$ cat src/rtl/sync_fifo_pkg.sv
// Shared definitions for the sync_fifo_param family.
//
// Contents:
//   DEF_*       default parameter values used by the top.
//   ptr_w()     pointer width for a given depth.
//   cnt_w()     occupancy-count width for a given depth (holds 0..DEPTH).
//   params_ok() elaboration-time legality check for a parameter set.
package sync_fifo_pkg;

  localparam int DEF_DATA_W    = 8;
  localparam int DEF_DEPTH     = 16;
  localparam int DEF_AF_THRESH = 12;
  localparam int DEF_AE_THRESH = 4;

  function automatic int ptr_w(input int depth);
    return (depth <= 2) ? 1 : $clog2(depth);
  endfunction

  // One extra bit so that a completely full FIFO (count == DEPTH) is representable.
  function automatic int cnt_w(input int depth);
    return $clog2(depth) + 1;
  endfunction

  function automatic bit params_ok(input int data_w, input int depth,
                                   input int af_thresh, input int ae_thresh);
    bit pow2;
    pow2 = (depth >= 2) && ((depth & (depth - 1)) == 0);
    return (data_w >= 1) && pow2 &&
           (af_thresh >= 1) && (af_thresh <= depth) &&
           (ae_thresh >= 0) && (ae_thresh <= depth - 1);
  endfunction

endpackage

$ cat src/rtl/sync_fifo_mem.sv
// Storage for sync_fifo_param: DEPTH x DATA_W array, one write port and one
// registered read port.
//
// Ports:
//   clk, rst        clock; asynchronous active-high reset (rdata only).
//   we, waddr, wdata  write port, written on posedge when we=1.
//   re, raddr       read port; rdata <= mem[raddr] on posedge when re=1.
//   rdata           registered read data, holds when re=0.
//
// The array itself is deliberately not reset so it maps onto plain RAM.
module sync_fifo_mem
  import sync_fifo_pkg::*;
#(
  parameter int DATA_W = DEF_DATA_W,
  parameter int DEPTH  = DEF_DEPTH
) (
  input  logic                     clk,
  input  logic                     rst,
  input  logic                     we,
  input  logic [ptr_w(DEPTH)-1:0]  waddr,
  input  logic [DATA_W-1:0]        wdata,
  input  logic                     re,
  input  logic [ptr_w(DEPTH)-1:0]  raddr,
  output logic [DATA_W-1:0]        rdata
);

  logic [DATA_W-1:0] mem [DEPTH];

  always_ff @(posedge clk) begin
    if (we) begin
      mem[waddr] <= wdata;
    end
  end

  always_ff @(posedge clk or posedge rst) begin
    if (rst) begin
      rdata <= '0;
    end else if (re) begin
      rdata <= mem[raddr];
    end
  end

endmodule

$ cat src/rtl/sync_fifo_param.sv
// Single-clock parametrised FIFO with occupancy count, programmable
// almost-full/almost-empty flags and sticky overflow/underflow flags.
//
// Ports:
//   clk, rst        clock; asynchronous active-high reset.
//   wr_req_, wr_data  active-low write request and its data.
//   rd_req_         active-low read request.
//   rd_data, rd_valid registered read data, valid one cycle after an accepted read.
//   full, empty, almost_full, almost_empty  occupancy flags (from registered count).
//   count           current occupancy, 0..DEPTH.
//   overflow, underflow sticky error flags; clr_err clears them (a new error wins).
//   max_level       high-water mark when SYNC_FIFO_HWM_EN is defined, else tied 0.
//
// Build option: `define SYNC_FIFO_HWM_EN to enable the high-water-mark register.
//
// Handshake: a request is accepted in the cycle it is asserted (low) if the
// FIFO can take it, judged only from the flags as they stand before the edge:
// write accepted when !wr_req_ && !full, read accepted when !rd_req_ && !empty.
// A rejected request is dropped (not retried) and raises the sticky error flag.
// An accepted read produces rd_valid=1 with its data on the following cycle.
module sync_fifo_param
  import sync_fifo_pkg::*;
#(
  parameter int DATA_W    = DEF_DATA_W,
  parameter int DEPTH     = DEF_DEPTH,
  parameter int AF_THRESH = DEF_AF_THRESH,
  parameter int AE_THRESH = DEF_AE_THRESH
) (
  input  logic                    clk,
  input  logic                    rst,
  input  logic                    wr_req_,
  input  logic [DATA_W-1:0]       wr_data,
  input  logic                    rd_req_,
  output logic [DATA_W-1:0]       rd_data,
  output logic                    rd_valid,
  output logic                    full,
  output logic                    empty,
  output logic                    almost_full,
  output logic                    almost_empty,
  output logic [$clog2(DEPTH):0]  count,
  output logic                    overflow,
  output logic                    underflow,
  input  logic                    clr_err,
  output logic [$clog2(DEPTH):0]  max_level
);

  localparam int ADDR_W = ptr_w(DEPTH);
  localparam int CNT_W  = cnt_w(DEPTH);

  if (!params_ok(DATA_W, DEPTH, AF_THRESH, AE_THRESH)) begin : g_param_err
    $error("sync_fifo_param: illegal parameters DATA_W=%0d DEPTH=%0d AF_THRESH=%0d AE_THRESH=%0d",
           DATA_W, DEPTH, AF_THRESH, AE_THRESH);
  end

  logic              wr_acc;
  logic              rd_acc;
  logic [ADDR_W-1:0] wr_ptr;
  logic [ADDR_W-1:0] rd_ptr;

  assign wr_acc = !wr_req_ && !full;
  assign rd_acc = !rd_req_ && !empty;

  sync_fifo_mem #(
    .DATA_W (DATA_W),
    .DEPTH  (DEPTH)
  ) u_mem (
    .clk   (clk),
    .rst   (rst),
    .we    (wr_acc),
    .waddr (wr_ptr),
    .wdata (wr_data),
    .re    (rd_acc),
    .raddr (rd_ptr),
    .rdata (rd_data)
  );

  // DEPTH is a power of two, so plain binary increment wraps correctly.
  always_ff @(posedge clk or posedge rst) begin
    if (rst) begin
      wr_ptr <= '0;
      rd_ptr <= '0;
    end else begin
      if (wr_acc) wr_ptr <= wr_ptr + ADDR_W'(1);
      if (rd_acc) rd_ptr <= rd_ptr + ADDR_W'(1);
    end
  end

  always_ff @(posedge clk or posedge rst) begin
    if (rst) begin
      count <= '0;
    end else begin
      case ({wr_acc, rd_acc})
        2'b10:   count <= count + CNT_W'(1);
        2'b01:   count <= count - CNT_W'(1);
        default: count <= count;
      endcase
    end
  end

  always_ff @(posedge clk or posedge rst) begin
    if (rst) begin
      rd_valid <= 1'b0;
    end else begin
      rd_valid <= rd_acc;
    end
  end

  // Flags come from the registered count only, so no request input has a
  // combinational path to them.
  assign full         = (count == CNT_W'(DEPTH));
  assign empty        = (count == '0);
  assign almost_full  = (count >= CNT_W'(AF_THRESH));
  assign almost_empty = (count <= CNT_W'(AE_THRESH));

  // A new error in the same cycle as clr_err keeps the flag set.
  always_ff @(posedge clk or posedge rst) begin
    if (rst) begin
      overflow  <= 1'b0;
      underflow <= 1'b0;
    end else begin
      if (!wr_req_ && full)       overflow <= 1'b1;
      else if (clr_err)           overflow <= 1'b0;
      if (!rd_req_ && empty)      underflow <= 1'b1;
      else if (clr_err)           underflow <= 1'b0;
    end
  end

`ifdef SYNC_FIFO_HWM_EN
  // High-water mark tracks the registered count; clr_err restarts it from
  // the present occupancy.
  always_ff @(posedge clk or posedge rst) begin
    if (rst) begin
      max_level <= '0;
    end else if (clr_err) begin
      max_level <= count;
    end else if (count > max_level) begin
      max_level <= count;
    end
  end
`else
  assign max_level = '0;
`endif

endmodule
$ cat config.mk
export PLATFORM = sky130hd
export DESIGN_NAME = sync_fifo_param
export DESIGN_NICKNAME = d
export VERILOG_FILES = /design/src/rtl/sync_fifo_pkg.sv /design/src/rtl/sync_fifo_mem.sv /design/src/rtl/sync_fifo_param.sv
export SDC_FILE = /design/constraint.sdc
export NUM_CORES = 1
export LEC_CHECK = 0
export BUFFER_PORTS_ARGS = -buffer_cell sky130_fd_sc_hd__buf_2
export CORE_AREA = 2 2 146 148
export CTS_BUF_LIST = sky130_fd_sc_hd__clkbuf_2 sky130_fd_sc_hd__clkbuf_4 sky130_fd_sc_hd__clkbuf_8
export CTS_CLUSTER_DIAMETER = 40
export CTS_CLUSTER_SIZE = 12
export DETAILED_ROUTE_END_ITERATION = 8
export DIE_AREA = 0 0 148 150
export GPL_TIMING_DRIVEN = 0
export PLACE_DENSITY = 0.5
export SYNTH_ARGS = -nofsm -noshare
export SYNTH_HDL_FRONTEND = slang
export SYNTH_SLANG_ARGS = --single-unit
$ cat constraint.sdc
create_clock -name clk -period 5.9 [get_ports clk]
set_clock_uncertainty 0.05 [all_clocks]
set_input_delay 0.59 -clock clk [delete_from_list [all_inputs] [get_ports clk]]
set_output_delay 0.59 -clock clk [all_outputs]
set_load 0.02 [all_outputs]
# --- Word-level counts from Yosys, hierarchy flattened ---
# Memories as Yosys holds them, arrays and structs flattened. A register that Yosys moved wholly into a read port is not among the register bits.
# Index checks and enable logic that the tools add are counted.
totals:
  romBits: 0
  latch_bits: 0
  input_bits: 13
  mem_bits_rw: 128
  output_inout_bits: 25
  memories: 1
  register_bits: 16
classes:
  n_bitwise: 0
  mul: 0
  reduce_logical: 12
  eq_ne: 3
  n_shift: 0
  mux: 6
  order_cmp: 2
  addsub: 4
  n_div: 0
memory_table:
  columns: ["memory", "depth", "word_bits", "rd", "rd_ports_with_merged_regs", "write_ports", "line_no", "source"]
  rows:
  - ["u_mem.mem", 16, 8, 1, 1, 1, "sync_fifo_mem.sv:27", "logic [DATA_W-1:0] mem [DEPTH];"]
ops:
  columns: ["cell", "n"]
  rows:
  - ["$pmux W5 S2", 1]
  - ["$add A4 B1 Y4 const B", 2]
  - ["$reduce_bool A2 Y1", 3]
  - ["$add A5 B1 Y5 const B", 1]
  - ["$eq A5 B5 Y1 const B", 1]
  - ["$ge A5 B4 Y1 const B", 1]
  - ["$le A5 B3 Y1 const B", 1]
  - ["$logic_not A5 Y1", 1]
  - ["$mux W1", 5]
  - ["$sub A5 B1 Y5 const B", 1]
  - ["$logic_and A1 B1 Y1", 4]
  - ["$logic_not A1 Y1", 4]
  - ["$eq A2 B1 Y1 const B", 1]
  - ["$eq A2 B2 Y1 const B", 1]

# --- Logic depth before layout (Yosys ltp) ---
depth:
  word_depth: 5
  ltp_mapped: 12

# --- Cells and area by module ---
# From an unflattened synthesis, not the netlist that was laid out.
hier_totals:
  hier_cells: 325
  hier_area_um2: 6238.5
modules_own_cells:
  columns: ["module", "area_per_inst_um2", "cells_per_inst", "n_inst", "seq_area_each_um2"]
  rows:
  - ["sync_fifo_mem", 5335.1, 241, 1, 4043.9]
  - ["sync_fifo_param", 903.4, 84, 1, 400.4]

# --- Worst setup path after synthesis ---
# OpenSTA, ideal clock, no wires.
synth_path:
  kind: "register to register"
  startpoint: "register count[3]"
  endpoint: "register count[4]"
  stages_incl_launch_ff: 13
  setup_ps: 123
  arrival_ps: 2483
  slack_ps: 3244
  synth_period_minus_slack_ps: 2656
  cell_sequence: "dfrtp_1 -> buf_6 -> nor4_4 -> a21o_4 -> clkinv_4 -> ha_1 -> clkbuf_1 -> xor2_1 -> ha_1 -> and3b_2 -> o21ai_0 -> a31oi_1 -> xnor2_1"
synth_via:
  elab_chain_cells: 5
synth_lines:
  columns: ["element", "line_no", "source"]
  rows:
  - ["start, declared", "sync_fifo_param.sv:40", "output logic [$clog2(DEPTH):0] count,"]
  - ["start signal, assigned", "sync_fifo_param.sv:93", "2'b10: count <= count + CNT_W'(1);"]
  - ["start signal, assigned", "sync_fifo_param.sv:94", "2'b01: count <= count - CNT_W'(1);"]
  - ["start signal, assigned", "sync_fifo_param.sv:95", "default: count <= count;"]
  - ["$logic_not A5 Y1 (*)", "sync_fifo_param.sv:111", "assign empty = (count == '0);"]
  - ["$logic_not A1 Y1 (*)", "sync_fifo_param.sv:61", "assign rd_acc = !rd_req_ && !empty;"]
  - ["$logic_and A1 B1 Y1 (*)", "sync_fifo_param.sv:61", null]
  - ["net rd_acc", "sync_fifo_param.sv:56", "logic rd_acc;"]
  - ["$eq A2 B1 Y1 / $eq A2 B2 Y1 (equally long branches)", "sync_fifo_param.sv:92", "case ({wr_acc, rd_acc})"]
  - ["$pmux W5 S2 / $reduce_bool A2 Y1 (equally long branches)", null, null]
# The timed path passes the listed nets; every way through them passes the cells marked *.
# A chain may end at the register's enable or synchronous reset.

# --- Final worst setup path ---
layout_path:
  startpoint: "register count[3]"
  endpoint: "register count[4]"
layout_via:
  elab_chain_cells: 5
layout_lines:
  columns: ["element", "line_no"]
  rows:
  - ["$eq A5 B5 Y1 / $logic_not A5 Y1 (equally long branches)", "sync_fifo_param.sv:110, sync_fifo_param.sv:111"]
  - ["$logic_not A1 Y1, on equally long branches", "sync_fifo_param.sv:60, sync_fifo_param.sv:61"]
  - ["$logic_and A1 B1 Y1, on equally long branches", "sync_fifo_param.sv:60, sync_fifo_param.sv:61"]
  - ["$eq A2 B1 Y1 / $eq A2 B2 Y1 (equally long branches)", "sync_fifo_param.sv:92"]
  - ["$pmux W5 S2 / $reduce_bool A2 Y1 (equally long branches)", null]
# Parallel ways exist; a longest one is shown, timed or not.

==> key figures <==
Status
  • Outcome: completed

STA
  • Final worst setup slack: a little over 3000 ps
  • Max-slew violation count: 0
  • Max Fclk: about 360 MHz
  • RSZ-0062 raised after global routing: no
  • Final setup vio count: 0
  • Slew headroom: 24.0%
  • Min Tclk post-route: ~2800 ps
  • Worst Tran Pin Value: approximately 1100 ps
  • Fin. Hold Viols: 0
  • Setup TNS: 0 ps
  • Tcrit/Tclk final: 47.4%

Global routing
  • Initial antenna violation count: 0
  • Vias in the first global route: ~3,200
  • Pin count of the biggest net entering global routing: 25
  • Grt total ovfl: 0
  • Global Route Usage Sum: 12.2%
  • First-pass GRT wire length: 19,100 um

Detailed routing
  • DRC viols: 0
  • Avg Vias per Cell: 4.62
  • Initial drt markers: 228
  • Vias: 3,122
  • Initial DRT Pass Iterations: 4
  • Total routed wirelength: 12,900 um
  • Wirelength per Cell: 19.0 um
  • Detail Route Antenna Nets: 0

Clocking
  • Clock latency on the worst-skew pair: 450 ps
  • Resized cells post-CTS: 0
  • Cts hold-fix bufs: 0
  • Max Root-Sink Buffers: 2
  • CTS tree: yes
  • Post-CTS Setup Inserts: 0
  • CTS buffer count: 17
  • TritonCTS Sinks: roughly 150
  • H-tree lvl count: 4
  • Reg clk slew, reported paths: about 90 ps
  • Root Buffer: clkbuf_8

Floorplan
  • Placement Rows: 53
  • Die width: 148 um
  • Starting Density: 30.6%
  • Core Area: 0.0207 mm2
  • Die footprint: 0.0222 mm2
  • Ports: 38
  • Die height: ~150 um

Logic synthesis
  • Seq cells post-synth: 152
  • Synth top area cells: edfxtp_1 (61%), dfrtp_1 (9.5%), mux4_1 (6.2%)
  • Mapped cell area: 0.00632 mm2
  • Most used DFF post-synth: edfxtp_1
  • Count leader, synth: edfxtp_1
  • Synth top area share: 60.8%
  • Ys async rst share: 15.8%
  • Cells after synthesis: 332
  • Syn Area/Cell: 19.0 um2
  • Synth area leader: edfxtp_1
  • Register area share after synthesis: 70.3%
  • Number of flops mapped to enable cells by yosys: 128
  • Top cells by count, synth: edfxtp_1 (128), dfrtp_1 (24), nand2_1 (21), mux4_2 (17)
  • Synth Warn #: 0
  • Synth cell types: 47

Placed design
  • RePlAce Congestion: 0.755
  • Worst Setup Slack post-DPL: 3010 ps
  • Dpl hpwl: 8430 um
  • Port bufs: 32

Pwr
  • Leak pwr: 2.54 nW
  • Total power: 3.33 mW
  • Pwr Density: 460 mW/mm2
  • Worst vdd rail ir drop: 0.195 mV

Critical path
  • Family with the most delay on the worst path: buffers and inverters
  • Critical path endpoint category: flop
  • CP Class: flop to flop
  • Most used cell, CP: ha_1
  • CP max stage cell: dfrtp_1
  • Crit path DAT: 3120 ps
  • Slowest stage delay, CP: 400 ps
  • Worst setup SP type: flop
  • Buf+Inv Stages, Crit Path: 3
  • Crit-path max FO: 9
  • Worst path cell trace: buf_6, nor4_4, a21oi_2, inv_1, ha_1, clkbuf_1, xor2_1, ha_1, and3b_2, o21ai_0, a31oi_1, xnor2_1
  • Required time worst endpoint: 6230 ps

Finish
  • Number of diodes: 0
  • Final net count: 409
  • Share of post-route cells with drive strength above 1: 27.9%
  • Area grow syn2layout: 14.7%
  • Fin util: 35.1%

Job
  • # Max-Cap Violations: 0

Min path
  • HP Class: input pin to flop
==> final cells by class <==
| cell class | count | area, um2 |
|---|---|---|
| buffer | 23 | 210 |
| clock buffer | 18 | 241 |
| clock inverter | 14 | 148 |
| fill | 2012 | 13400 |
| inverter | 9 | 38.8 |
| multi-input combinational | 152 | 1660 |
| sequential | 152 | 4440 |
| tap | 275 | 344 |
| timing repair buffer | 33 | 165 |
==> worst register-to-register path: stages (launching register included) <==
cell      delay [ps]
dfrtp_1          400
buf_6            140
nor4_4           380
a21oi_2          200
inv_1            120
ha_1             140
clkbuf_1         290
xor2_1           180
ha_1             200
and3b_2          170
o21ai_0           70
a31oi_1          250
xnor2_1          140
==> flip-flops by register name (all words and copies together), names as in the netlist <==
| name | cells |
|---|---|
| rd_valid | 1 |
| rd_ptr | 4 |
| wr_ptr | 4 |
| underflow | 1 |
| u_mem.rdata | 8 |
| u_mem.mem | 128 |
| overflow | 1 |
| count | 5 |
==> routing by layer <==
metal,up-vias,global-route usage [%],share of wire (%)
li1,1414,-,-
met1,1630,15.1,45
met2,63,20.3,50
met3,15,3.63,3.6
met4,0,4.67,1.6
met5,-,0,0
==> power by group <==
part / total, mW / switching [mW] / internal (mW)
Clock: 0.779 / 0.398 / 0.381
Sequential: 1.41 / 0.0788 / 1.33
Combinational: 1.14 / 0.643 / 0.501
==> stage by stage <==
stage                     cell area (um2)  cells  hold WS, ps
after floorplan                      6340    336          520
after global placement               6840    643          449
after detailed placement             6850    644          433
after CTS                            7240    676          247
after global routing                 7250    676          260
final                                7250    676          282
==> worst paths after layout <==
path                       cells past startpoint  slack [ps]             end      startpoint
setup / recovery                              12        3100        count[4]        count[3]
hold / removal                                 2         280       underflow         clr_err
setup reg to reg                              12        3100        count[4]        count[3]
hold reg to reg                                2         460  u_mem.rdata[3]  u_mem.rdata[3]
max in group asynchronous                      2        4850  u_mem.rdata[4]             rst
min in group asynchronous                      2         330        rd_valid             rst
==> cell usage in the layout (no fill, tap or decap), types with 6 or more instances in the layout <==
| cell | instances |
|---|---|
| edfxtp_1 | 128 |
| buf_2 | 36 |
| dfrtp_1 | 24 |
| nand2_1 | 21 |
| clkbuf_8 | 19 |
| mux4_2 | 17 |
| mux4_1 | 15 |
| mux2i_1 | 15 |
| nor2_1 | 15 |
| inv_1 | 8 |
| xnor2_1 | 8 |
| ha_1 | 8 |
| o221ai_1 | 7 |
| clkinvlp_4 | 6 |
==> cells by family (layout without fill, tap and decap cells) <==
logic type | count (synthesis) | after routing | share of synthesized area (%)
and+or+nand+nor | 55 | 55 | 4.31
other | 1 | 5 | 0.0593
xor gates and xnor gates | 12 | 12 | 1.66
AOI/OAI and AO/OA | 24 | 24 | 3.32
buffers and inverters | 32 | 97 | 3.94
DFF | 152 | 152 | 70.3
muxes | 48 | 48 | 14.8
adders and majority gates | 8 | 8 | 1.58
Note: power is estimated with default switching activity, not from simulation.
